[src/rtl/unified_mem_arbiter_pkg.sv]
// unified_mem_arbiter_pkg: shared FSM state encoding and abort data pattern
//   arbState_t  - IDLE / BUSY_I / BUSY_D, 2-bit encoded
//   ABORT_DATA  - read data returned when a transaction is aborted by the watchdog
package unified_mem_arbiter_pkg;

    typedef enum logic [1:0] {
        IDLE   = 2'd0,
        BUSY_I = 2'd1,
        BUSY_D = 2'd2
    } arbState_t;

    localparam logic [31:0] ABORT_DATA = 32'hDEADBEEF;

endpackage

[src/rtl/unified_mem_arbiter_txn_watchdog.sv]
// txn_watchdog: counts busy cycles of one memory transaction and flags a hang
//   Clk, Reset  - clock, asynchronous active-high reset
//   Enable      - a transaction is in flight (counter runs)
//   Clear       - transaction completed this cycle (counter restarts)
//   Expired     - this is the TIMEOUT-th busy cycle without completion
module txn_watchdog #(
    parameter int TIMEOUT = 255
) (
    input  logic Clk,
    input  logic Reset,
    input  logic Enable,
    input  logic Clear,
    output logic Expired
);

    localparam logic [7:0] LAST = 8'(TIMEOUT - 1);

    logic [7:0] count;

    always_ff @(posedge Clk or posedge Reset) begin
        if (Reset)
            count <= '0;
        else if (!Enable || Clear || Expired)
            count <= '0;
        else
            count <= count + 8'd1;
    end

    assign Expired = Enable && (count == LAST);

endmodule

[src/rtl/unified_mem_arbiter.sv]
// unified_mem_arbiter: shares one single-port variable-latency memory between fetch (I) and data (D) ports
//   Clk, Reset                         - clock, asynchronous active-high reset
//   IReq/IAddr -> IRdata/IReady        - fetch read port, IStall = IReq & ~IReady
//   DRead/DWrite/DAddr/DWdata
//              -> DRdata/DReady        - data port, DStall = (DRead|DWrite) & ~DReady
//   MemReq/MemWe/MemAddr/MemWdata,
//   MemRdata/MemAck                    - memory request/acknowledge handshake
//   ErrorFlag                          - sticky, set when the watchdog aborts a transaction
module unified_mem_arbiter
    import unified_mem_arbiter_pkg::*;
#(
    parameter int MAX_DSTREAK = 4,
    parameter int TIMEOUT     = 255
) (
    input  logic        Clk,
    input  logic        Reset,
    input  logic        IReq,
    input  logic [31:0] IAddr,
    output logic [31:0] IRdata,
    output logic        IReady,
    input  logic        DRead,
    input  logic        DWrite,
    input  logic [31:0] DAddr,
    input  logic [31:0] DWdata,
    output logic [31:0] DRdata,
    output logic        DReady,
    output logic        IStall,
    output logic        DStall,
    output logic        MemReq,
    output logic        MemWe,
    output logic [31:0] MemAddr,
    output logic [31:0] MemWdata,
    input  logic [31:0] MemRdata,
    input  logic        MemAck,
    output logic        ErrorFlag
);

    localparam logic [2:0] MAX_STREAK = 3'(MAX_DSTREAK);

    arbState_t  state;
    logic [2:0] streak;
    logic       iPend;
    logic       dPend;
    logic       dWins;
    logic       expired;

    // A port completing this cycle still shows its request; masking it stops a re-grant.
    assign iPend  = IReq & ~IReady;
    assign dPend  = (DRead | DWrite) & ~DReady;
    // Data wins unless fetch has waited through MAX_DSTREAK data grants.
    assign dWins  = (streak < MAX_STREAK) || !iPend;
    assign MemReq = (state != IDLE);
    assign IStall = IReq & ~IReady;
    assign DStall = (DRead | DWrite) & ~DReady;

    txn_watchdog #(.TIMEOUT(TIMEOUT)) watchdog (
        .Clk    (Clk),
        .Reset  (Reset),
        .Enable (MemReq),
        .Clear  (MemAck),
        .Expired(expired)
    );

    always_ff @(posedge Clk or posedge Reset) begin
        if (Reset) begin
            state     <= IDLE;
            streak    <= '0;
            MemWe     <= 1'b0;
            MemAddr   <= '0;
            MemWdata  <= '0;
            IRdata    <= '0;
            DRdata    <= '0;
            IReady    <= 1'b0;
            DReady    <= 1'b0;
            ErrorFlag <= 1'b0;
        end else begin
            IReady <= 1'b0;
            DReady <= 1'b0;
            case (state)
                IDLE: begin
                    if (dPend && dWins) begin
                        state    <= BUSY_D;
                        MemAddr  <= DAddr;
                        MemWdata <= DWdata;
                        MemWe    <= DWrite;
                        streak   <= IReq ? streak + 3'd1 : 3'd0;
                    end else if (iPend) begin
                        state   <= BUSY_I;
                        MemAddr <= IAddr;
                        MemWe   <= 1'b0;
                        streak  <= '0;
                    end
                end
                default: begin
                    // An ack on the expiry cycle still counts as a normal completion.
                    if (MemAck || expired) begin
                        state <= IDLE;
                        if (!MemAck)
                            ErrorFlag <= 1'b1;
                        if (state == BUSY_I) begin
                            IReady <= 1'b1;
                            IRdata <= MemAck ? MemRdata : ABORT_DATA;
                        end else begin
                            DReady <= 1'b1;
                            DRdata <= MemAck ? (MemWe ? 32'd0 : MemRdata) : ABORT_DATA;
                        end
                    end
                end
            endcase
        end
    end

endmodule

[config.mk]
export PLATFORM = sky130hd
export DESIGN_NAME = unified_mem_arbiter
export DESIGN_NICKNAME = d
export VERILOG_FILES = /design/src/rtl/unified_mem_arbiter_pkg.sv /design/src/rtl/unified_mem_arbiter_txn_watchdog.sv /design/src/rtl/unified_mem_arbiter.sv
export SDC_FILE = /design/constraint.sdc
export NUM_CORES = 1
export LEC_CHECK = 0
export CORE_MARGIN = 3
export CORE_UTILIZATION = 42
export CTS_CLUSTER_SIZE = 40
export DETAILED_ROUTE_END_ITERATION = 8
export PLACE_DENSITY = 0.81
export SLEW_MARGIN = 20
export SYNTH_ARGS = -nofsm -noshare
export SYNTH_HDL_FRONTEND = slang
export SYNTH_SLANG_ARGS = --single-unit
[constraint.sdc]
create_clock -name Clk -period 7.2 [get_ports Clk]
set_input_delay 2.16 -clock Clk [delete_from_list [all_inputs] [get_ports Clk]]
set_output_delay 2.16 -clock Clk [all_outputs]
set_load 0.02 [all_outputs]
After elaboration in Yosys (flattened, before gate mapping)

Index checks and enable logic that the tools add are counted.

Memory bits (read-only): 0
Output and inout bits: 135
Latch bits: 0
Memories kept: 0
Logic and storage cells: 64
Bits in registers: 145
Memory bits (writable): 0

$lt $le $gt $ge: 1
Bitwise logic cells: 8
Div/mod/pow operators: 0
$mul: 0
Reductions and logical operators: 18
Muxes and demuxes: 21
Equality and inequality tests: 3
$add $sub $neg: 2
Shifts and indexed selects: 0

Operators by type and width:

| cell                                                                   | number |
|---|---|
| 32-bit two-way mux                                                     | 5 |
| 3-bit two-way mux                                                      | 3 |
| 3-bit AND reduction                                                    | 3 |
| 8-bit by 1-bit adder with 8-bit output (second input constant)         | 1 |
| 8-bit equality test (second input constant)                            | 1 |
| 1-bit two-way mux                                                      | 8 |
| 2-bit two-way mux                                                      | 4 |
| 8-bit two-way mux                                                      | 1 |
| 2-bit AND reduction                                                    | 3 |
| 2-bit nonzero test                                                     | 3 |
| 1-bit NOT                                                              | 5 |
| 1-bit logical OR                                                       | 4 |
| 3-bit by 1-bit adder with 3-bit output (second input constant)         | 1 |
| 3-bit less-than comparator (second input constant)                     | 1 |
| 3-bit inequality test (second input constant)                          | 1 |
| 1-bit AND                                                              | 2 |
| 2-bit by 1-bit equality test with 1-bit output (second input constant) | 1 |
| 1-bit logical AND                                                      | 2 |
| 1-bit zero test                                                        | 2 |
| 2-bit zero test                                                        | 1 |
| 1-bit OR                                                               | 1 |

Logic depth before layout (Yosys ltp)

Gate-level depths: netlist (run 1).

Depth in word-level cells: 7
Gate-level depth with buffers: 8
Gate-level depth less buffers: 7

Cells and area by module

A second synthesis (run 1) with hierarchy kept.

Cell total of the unflattened synthesis: 542
Area, all modules: 6104.6 um2

Modules (own cells, without submodules):

| module              | cells an instance | seq. area each (um2) | instances | area each (um2) |
|---|---|---|---|---|
| unified_mem_arbiter | 500               | 3428.3               | 1         | 5688.0 |
| txn_watchdog        | 42                | 200.2                | 1         | 416.6 |

Worst setup path before layout (run 1)

OpenSTA, ideal clock, no wires.

Kind: in2out
Start point: input IReq
End point: output IStall
Path slack: 2.631 ns
Data arrival time: 2.409 ns
Cell stages on the path: 1
Required time: 5.040 ns
Cells stage by stage: and2b_1

Cells in the longest elaborated chain, start to end: 1

Ends and longest elaborated chain:

| what               | RTL line                  | source |
|---|---|---|
| start: declaration | unified_mem_arbiter.sv:17 | `input logic IReq,` |
| 1-bit AND          | unified_mem_arbiter.sv:53 | `assign IStall = IReq & ~IReady;` |
| end: declaration   | unified_mem_arbiter.sv:27 | `output logic IStall,` |

Every way passes these cells.

Worst setup path in the final report (run 1)

Ends and elaborated chain as after synthesis.

==> results of run 1 <==
-- kinds of logic after synthesis --
family / share of synthesized area, %
buf+inv: 3.34
simple gates: 7.39
xor+xnor: 1.04
flops: 61.8
mux: 11.6
compound gates: 14.2
fa+ha+maj: 0.639
-- report_power, final --
part	leakage (nW)	switching [mW]	internal, mW
logic	1.92	1.06	1.03
registers	1.74	0.233	1.20
clock network	0.316	0.342	0.623
total	3.97	1.63	2.85
-- cell usage after synthesis (all sizes together) --
cell	n	area, um2
a32o	2	20.0
xnor2	1	8.76
o21a	1	7.51
ha	3	37.5
and4	1	8.76
mux2i	32	320
o21ba	1	16.3
a2bb2oi	24	210
nand3	3	15.0
and2b	1	7.51
a22o	18	158
mux2	32	360
a21oi	1	5.00
a31o	2	17.5
nor2b	2	12.5
buf	16	129
and3	2	12.5
nor2	12	61.3
xor2	6	52.6
a21o	2	15.0
o22a	24	210
and2	2	12.5
nand2	38	148
clkbuf	12	45.0
o21ai	33	165
nand2b	24	150
a21bo	1	10.0
nand4	1	6.26
inv	6	22.5
dfrtp	145	3630
-- worst paths after layout --
check	end	cells past startpoint	slack [ps]	from
setup reg to reg	MemWdata[25]	4	4920	IReady
hold reg to reg	MemAddr[8]	2	480	MemAddr[8]
setup / recovery	IStall	3	1390	IReq
hold / removal	MemAddr[8]	2	480	MemAddr[8]
min in group asynchronous	MemWdata[14]	2	2290	Reset
max in group asynchronous	MemWdata[29]	3	3710	Reset
-- cell type report --
cell class,count,area (um2)
clock buffer,18,439
fill,986,4160
sequential,145,3630
timing repair buffer,270,2700
multi-input combinational,269,2070
inverter,6,27.5
clock inverter,14,211
tap,176,220
-- registers in the layout, indices dropped and copies added, names as in the netlist --
| register | flops |
|---|---|
| state | 2 |
| streak | 3 |
| ErrorFlag | 1 |
| DReady | 1 |
| MemAddr | 32 |
| IReady | 1 |
| DRdata | 32 |
| watchdog.count | 8 |
| IRdata | 32 |
| MemWe | 1 |
| MemWdata | 32 |
-- worst max-delay path, delay by kind of cell --
kind	cells	cell delay (ps)
simple gates	1	280
buf+inv	2	1200
-- routing by layer --
layer	share of wire [%]	up-vias	global-route usage (%)
li1	-	2122	-
met1	41	2286	26.9
met2	48	236	36.9
met3	9.6	21	9.13
met4	1.3	0	6.90
met5	0	-	0
==> flow_summary.toml, run 1 <==
[synthesis]
ys_warn_count = 0
syn_area_um2 = 5870
ys_ff_latch = 145
syn_nets = 585
syn_inst = 448
postSynthAreaPerCell_um2 = 13.1
yosysSeqAreaShare_pct = 61.8
yosysUniqueCellTypes = 36

[cells_and_area]
antenna_cells = 0
final_nets = 846
final_cell_area_um2 = 9290
syn2layout_area_growth_pct = 58.2
drive_gt1_share_pct = 7.20
layout.cells.non_filler = 898
utilization_pct = 69.1
final_common_cell = "clkdlybuf4s50_1"
layout_common_cells = "clkdlybuf4s50_1, dfrtp_1, nand2_1, mux2i_1, o21ai_0"

[setup_path]
cp_common_cell = "clkdlybuf4s50_1"
crit_path_max_incr_delay_ps = 670
worstSetupPathType = "in2out"
crit_path_max_fanout = 4
worstSetupStartpointType = "input pin"
slowest_stage = "clkdlybuf4s50_1"
end_kind = "primary output"
crit_chain = "clkdlybuf4s50_1 > and2b_1 > clkdlybuf4s50_1"
cp_data_arrival_time_ps = 3650
cp.required_ps = 5040

[placement]
pre_cts_ws_ps = 1440
dp_cells = 866
place_congestion = 0.901
dpl_cell_area_um2 = 8630
place_hpwl_um = 12500
numPortBuffers = 268

[clock_network]
cts_buffers = 17
cts_max_path_buffers = 2
cts_sinks = 145
post_cts_buffers = 0
cts_tree = "done"
clock_latency_ps = 420
cts_hold_buf = 0
htreeDepth = 4
post_cts_resized = 0
cts-root-buf = "clkbuf_16"
clk_pin_slew_worst_paths_ps = 60

[floorplanning]
die_w_um = 124
core_area_um2 = 13500
dieArea_um2 = 15400
initial_core_util_pct = 43.7
die_h_um = 124
io_pins = 269
std_cell_rows = 42

[pwr]
ir_drop_uv = 272
power_density_nw_per_um2 = 483
total_power_mw = 4.49
leakage_nw = 3.97

[timing]
period_needed_ps = 5810
max-slew-margin-rel_pct = 38.8
max_freq_mhz = 172
fin_crit_sh_pct = 80.7
maxSlewViolCount = 0
setup_viol = 0
worstMarginPinSlew_ps = 918
hold_viol_final = 0
holdWs_ps = 478
fin_skew_ps = 8.00
finalSetupTns_ps = 0
rsz0062_at_grt = "false"
worst_slack_ps = 1390

[routing]
dr.pass1.iters = 4
wl_per_cell_um = 19.0
drt.antenna.violating_nets = 0
detail_route.vias_per_cell = 5.19
vias = 4665
drt_first_iter_violations = 259
drt_wl_total_um = 17100
drc = 0

[global_routing]
first_global_vias = 4918
grt-ovfl-total = 0
grt_max_degree = 99
track_usage_pct = 22.4
antenna_found_initial = 0
grt_pass1_wl_um = 27400

[run_status]
status = "complete, no violations"

[min_path]
hold_class = "reg2reg"

[run]
maxCapViolCount = 0
Note: power is estimated with default switching activity, not from simulation.
==> inputs of run 2 (changes only) <==
- CORE_UTILIZATION: 42 -> 38
- PLACE_DENSITY: 0.81 -> 0.77
- clock period: 7.2 -> 5.3 ns (I/O delays scaled with it)
==> run 2 against run 1 <==
Count of clock-buffer cells in the layout grew 5. Sequential share of layout area increased by 0.29 points. Design area shrank 0.73%. Setup slack worse by 750 ps. Register-to-register slack got worse by 1700 ps. Worst hold slack worse by 10 ps. Core utilization down 6.8 points. Cell count rose by 0.89%. Sequential cell count did not move. Clock power up 14%. Largest cell class unchanged.
==> flow_summary.toml, run 2 (synthesized netlist as in run 1, its figures left out) <==
[routing]
wl_per_cell_um = 18.2
drt_first_iter_violations = 151
drt.antenna.violating_nets = 0
dr.pass1.iters = 4
drc = 0
vias = 4524
drt_wl_total_um = 16500
detail_route.vias_per_cell = 4.99

[setup_path]
crit_path_max_fanout = 4
cp_data_arrival_time_ps = 3070
cp_common_cell = "clkdlybuf4s50_1"
slowest_stage = "clkdlybuf4s50_1"
end_kind = "primary output"
crit_family = "buffers and inverters"
crit_chain = "clkdlybuf4s50_1 > and2b_1 > clkdlybuf4s50_1"
worstSetupStartpointType = "input pin"
crit_path_max_incr_delay_ps = 670
cp_num_buf_inv = 2
cp.required_ps = 3710
worstSetupPathType = "in2out"

[cells_and_area]
register_area_um2 = 3630
syn2layout_area_growth_pct = 57.0
layout_common_cells = "clkdlybuf4s50_1, dfrtp_1, nand2_1, mux2i_1, o21ai_0"
multi_input_area_um2 = 2060
drive_gt1_share_pct = 6.93
antenna_cells = 0
fill_cells = 1105
final_common_cell = "clkdlybuf4s50_1"
final_nets = 849

[pwr]
leakage_nw = 3.94
ir_drop_uv = 342
total_power_mw = 5.87
power_density_nw_per_um2 = 636

[clock_network]
cts_sinks = 145
cts_max_path_buffers = 2
post_cts_buffers = 0
cts-root-buf = "clkbuf_16"
cts_buffers = 17
htreeDepth = 4
post_cts_resized = 0
cts_tree = "done"
clock_latency_ps = 410
clk_pin_slew_worst_paths_ps = 50
cts_hold_buf = 0

[timing]
rsz0062_at_grt = "false"
setup_viol = 0
period_needed_ps = 4660
fin_crit_sh_pct = 87.9
fin_skew_ps = 6.25
max-slew-margin-rel_pct = 37.5
finalSetupTns_ps = 0
hold_viol_final = 0
maxSlewViolCount = 0
worstMarginPinSlew_ps = 935
max_freq_mhz = 215

[global_routing]
track_usage_pct = 19.1
grt-ovfl-total = 0
antenna_found_initial = 0
grt_pass1_wl_um = 25000
grt_max_degree = 87
first_global_vias = 4787

[run_status]
status = "complete, no violations"

[placement]
numPortBuffers = 268
place_congestion = 0.802
place_hpwl_um = 12200

[min_path]
hold_class = "reg2reg"

[floorplanning]
die_w_um = 130
dieArea_um2 = 17000
std_cell_rows = 44
initial_core_util_pct = 39.7
io_pins = 269
core_area_um2 = 14800
die_h_um = 130

[run]
maxCapViolCount = 0
[run 2: cell count changes in the layout (fill, tap and decap cells not counted)]
cell / before / now
buf_12: 0 / 1
clkbuf_8: 1 / 4
a21bo_4: 1 / 0
buf_4: 2 / 4
a21bo_2: 0 / 1
clkbuf_1: 0 / 2
bufinv_16: 5 / 1
clkinv_4: 2 / 0
inv_6: 2 / 0
[run 2: worst paths after layout]
| path | end | start | slack [ps] | cells after the start |
|---|---|---|---|---|
| max | IStall | IReq | 640 | 3 |
| min | ErrorFlag | ErrorFlag | 470 | 1 |
| max reg2reg | MemWdata[28] | state[1] | 3230 | 4 |
| min reg2reg | ErrorFlag | ErrorFlag | 470 | 1 |
| max in group asynchronous | DRdata[20] | Reset | 3000 | 3 |
| min in group asynchronous | streak[2] | Reset | 1680 | 3 |
[run 2: area by class of cell]
class	count	area share (%)
clock buffers	23	5.29
clock inverters	6	0.624
inverters	6	0.285
multi-input cells	269	22.3
flip-flops and latches	145	39.3
well taps	184	2.50
repair buffers	273	29.6
[run 2: metal layers]
| metal | wire (um) | global-route usage (%) | up-vias |
|---|---|---|---|
| li1 | - | - | 2120 |
| met1 | 6860 | 23.3 | 2189 |
| met2 | 7680 | 30.9 | 196 |
| met3 | 1700 | 7.57 | 19 |
| met4 | 282 | 7.03 | 0 |
| met5 | 0 | 0 | - |
[run 2: report_power, final]
group          switching (mW)  internal, mW  total (mW)
combinational            1.42          1.41        2.83
clock                   0.412         0.683        1.10
sequential              0.312          1.63        1.94
total                    2.15          3.72        5.87
[run 2: through the flow]
step / utilization (%) / area, um2 / instances / worst slack, ps / hold slack [ps]
floorplan: - / 5880 / 448 / 1870 / 470
global placement: 58.6 / 8680 / 877 / 659 / 457
detailed placement: 58.6 / 8680 / 877 / 625 / 459
CTS: 62.3 / 9220 / 906 / 612 / 472
global route: 62.3 / 9220 / 906 / 569 / 491
finish: 62.3 / 9220 / 906 / 639 / 468
==> inputs of run 3 (changes only) <==
- CORE_ASPECT_RATIO: not set -> 1.5
==> run 3 against run 2 <==
Clock power rose by 5%. Total power rose by 1.1%. Cell count rose by 2.1%. Via count rose by 1.6%. Largest power group unchanged. Register-to-register slack barely moved. Die area rose by 0.18%. Worst hold slack improved by 10 ps. Critical path depth did not move.
==> flow_summary.toml, run 3 (synthesized netlist as in run 1, its figures left out) <==
[run_status]
status = "complete, no violations"

[cells_and_area]
drive_gt1_share_pct = 7.71
final_common_cell = "clkdlybuf4s50_1"
layout.cells.non_filler = 925
register_area_um2 = 3630
layout_common_cells = "clkdlybuf4s50_1, dfrtp_1, nand2_1, mux2i_1, o21ai_0"
fill_cells = 1258
syn2layout_area_growth_pct = 58.0
multi_input_area_um2 = 2060
antenna_cells = 0
final_nets = 850

[timing]
max_freq_mhz = 214
fin_skew_ps = 10.1
fin_crit_sh_pct = 88.1
hold_viol_final = 0
maxSlewViolCount = 0
worstMarginPinSlew_ps = 913
period_needed_ps = 4670
max-slew-margin-rel_pct = 39.0
rsz0062_at_grt = "false"
worst_slack_ps = 633
finalSetupTns_ps = 0
setup_viol = 0
holdWs_ps = 478

[setup_path]
worstSetupStartpointType = "input pin"
crit_path_max_fanout = 4
cp_data_arrival_time_ps = 3080
worstSetupPathType = "in2out"
end_kind = "primary output"
cp.required_ps = 3710

[clock_network]
post_cts_resized = 0
cts_buffers = 17
htreeDepth = 4
cts-root-buf = "clkbuf_16"
clk_pin_slew_worst_paths_ps = 60
cts_max_path_buffers = 2
cts_hold_buf = 0
post_cts_buffers = 0
cts_tree = "done"
cts_sinks = 145
clock_latency_ps = 410

[floorplanning]
core_area_um2 = 15100
io_pins = 269
std_cell_rows = 55
dieArea_um2 = 17000
initial_core_util_pct = 38.8
die_h_um = 158
die_w_um = 108

[global_routing]
grt-ovfl-total = 0
grt_max_degree = 71
antenna_found_initial = 0
track_usage_pct = 19.5
first_global_vias = 4925
grt_pass1_wl_um = 25900

[pwr]
leakage_nw = 3.96
ir_drop_uv = 369
power_density_nw_per_um2 = 639
total_power_mw = 5.93

[run]
maxCapViolCount = 0

[routing]
vias = 4596
dr.pass1.iters = 5
detail_route.vias_per_cell = 4.97
wl_per_cell_um = 18.0
drc = 0
drt.antenna.violating_nets = 0
drt_wl_total_um = 16700
drt_first_iter_violations = 164

[placement]
place_congestion = 0.772
pre_cts_ws_ps = 630
dp_cells = 893
place_hpwl_um = 12600
numPortBuffers = 268

[min_path]
hold_class = "reg2reg"
==> run 3: changes by cell type in the layout (fill, tap and decap cells not counted) <==
cell        delta
inv_8          +3
clkbuf_1       -2
buf_4          +1
clkinvlp_4     +1
clkinv_4       +2
clkbuf_8       -4
clkinv_2       -2
inv_6          +5
==> run 3: worst paths after layout <==
| path | startpoint | end | slack, ps | cells after the start |
|---|---|---|---|---|
| min in group asynchronous | Reset | MemWdata[21] | 1570 | 2 |
| max in group asynchronous | Reset | DRdata[15] | 2690 | 3 |
| max | IReq | IStall | 630 | 3 |
| max reg2reg | state[1] | MemWdata[25] | 3230 | 4 |
| min | MemAddr[5] | MemAddr[5] | 480 | 2 |
| min reg2reg | MemAddr[5] | MemAddr[5] | 480 | 2 |
==> run 3: final cells by class <==
type                       instances  share of cell area, %
multi-input combinational        269                   22.2
clock inverter                    15                   1.62
sequential                       145                   39.1
timing repair buffer             274                   29.5
inverter                           6                  0.283
clock buffer                      17                   4.58
tap                              199                   2.68
==> run 3: metal layers <==
layer / vias to the layer above / wire, um / track usage (%)
met5: - / 0 / 0
met4: 0 / 190 / 5.35
met3: 15 / 1560 / 7.51
met2: 184 / 8940 / 36.2
met1: 2262 / 5980 / 20.4
li1: 2135 / - / -
==> run 3: report_power, final <==
group	switching [mW]	leakage (nW)	internal, mW
Combinational	1.44	1.94	1.41
Sequential	0.287	1.74	1.63
Clock	0.501	0.281	0.663
==> run 3: critical path, cell delays in order <==
cell and delay [ps]:
clkdlybuf4s50_1 540, and2b_1 260, clkdlybuf4s50_1 680
==> run 3: per-stage QoR <==
stage,instance area (um2),utilization [%]
2_1_floorplan,5880,-
3_5_place_dp,8700,57.5
4_1_cts,9280,61.3
6_report,9280,61.3
5_1_grt,9280,61.3
3_3_place_gp,8700,57.5
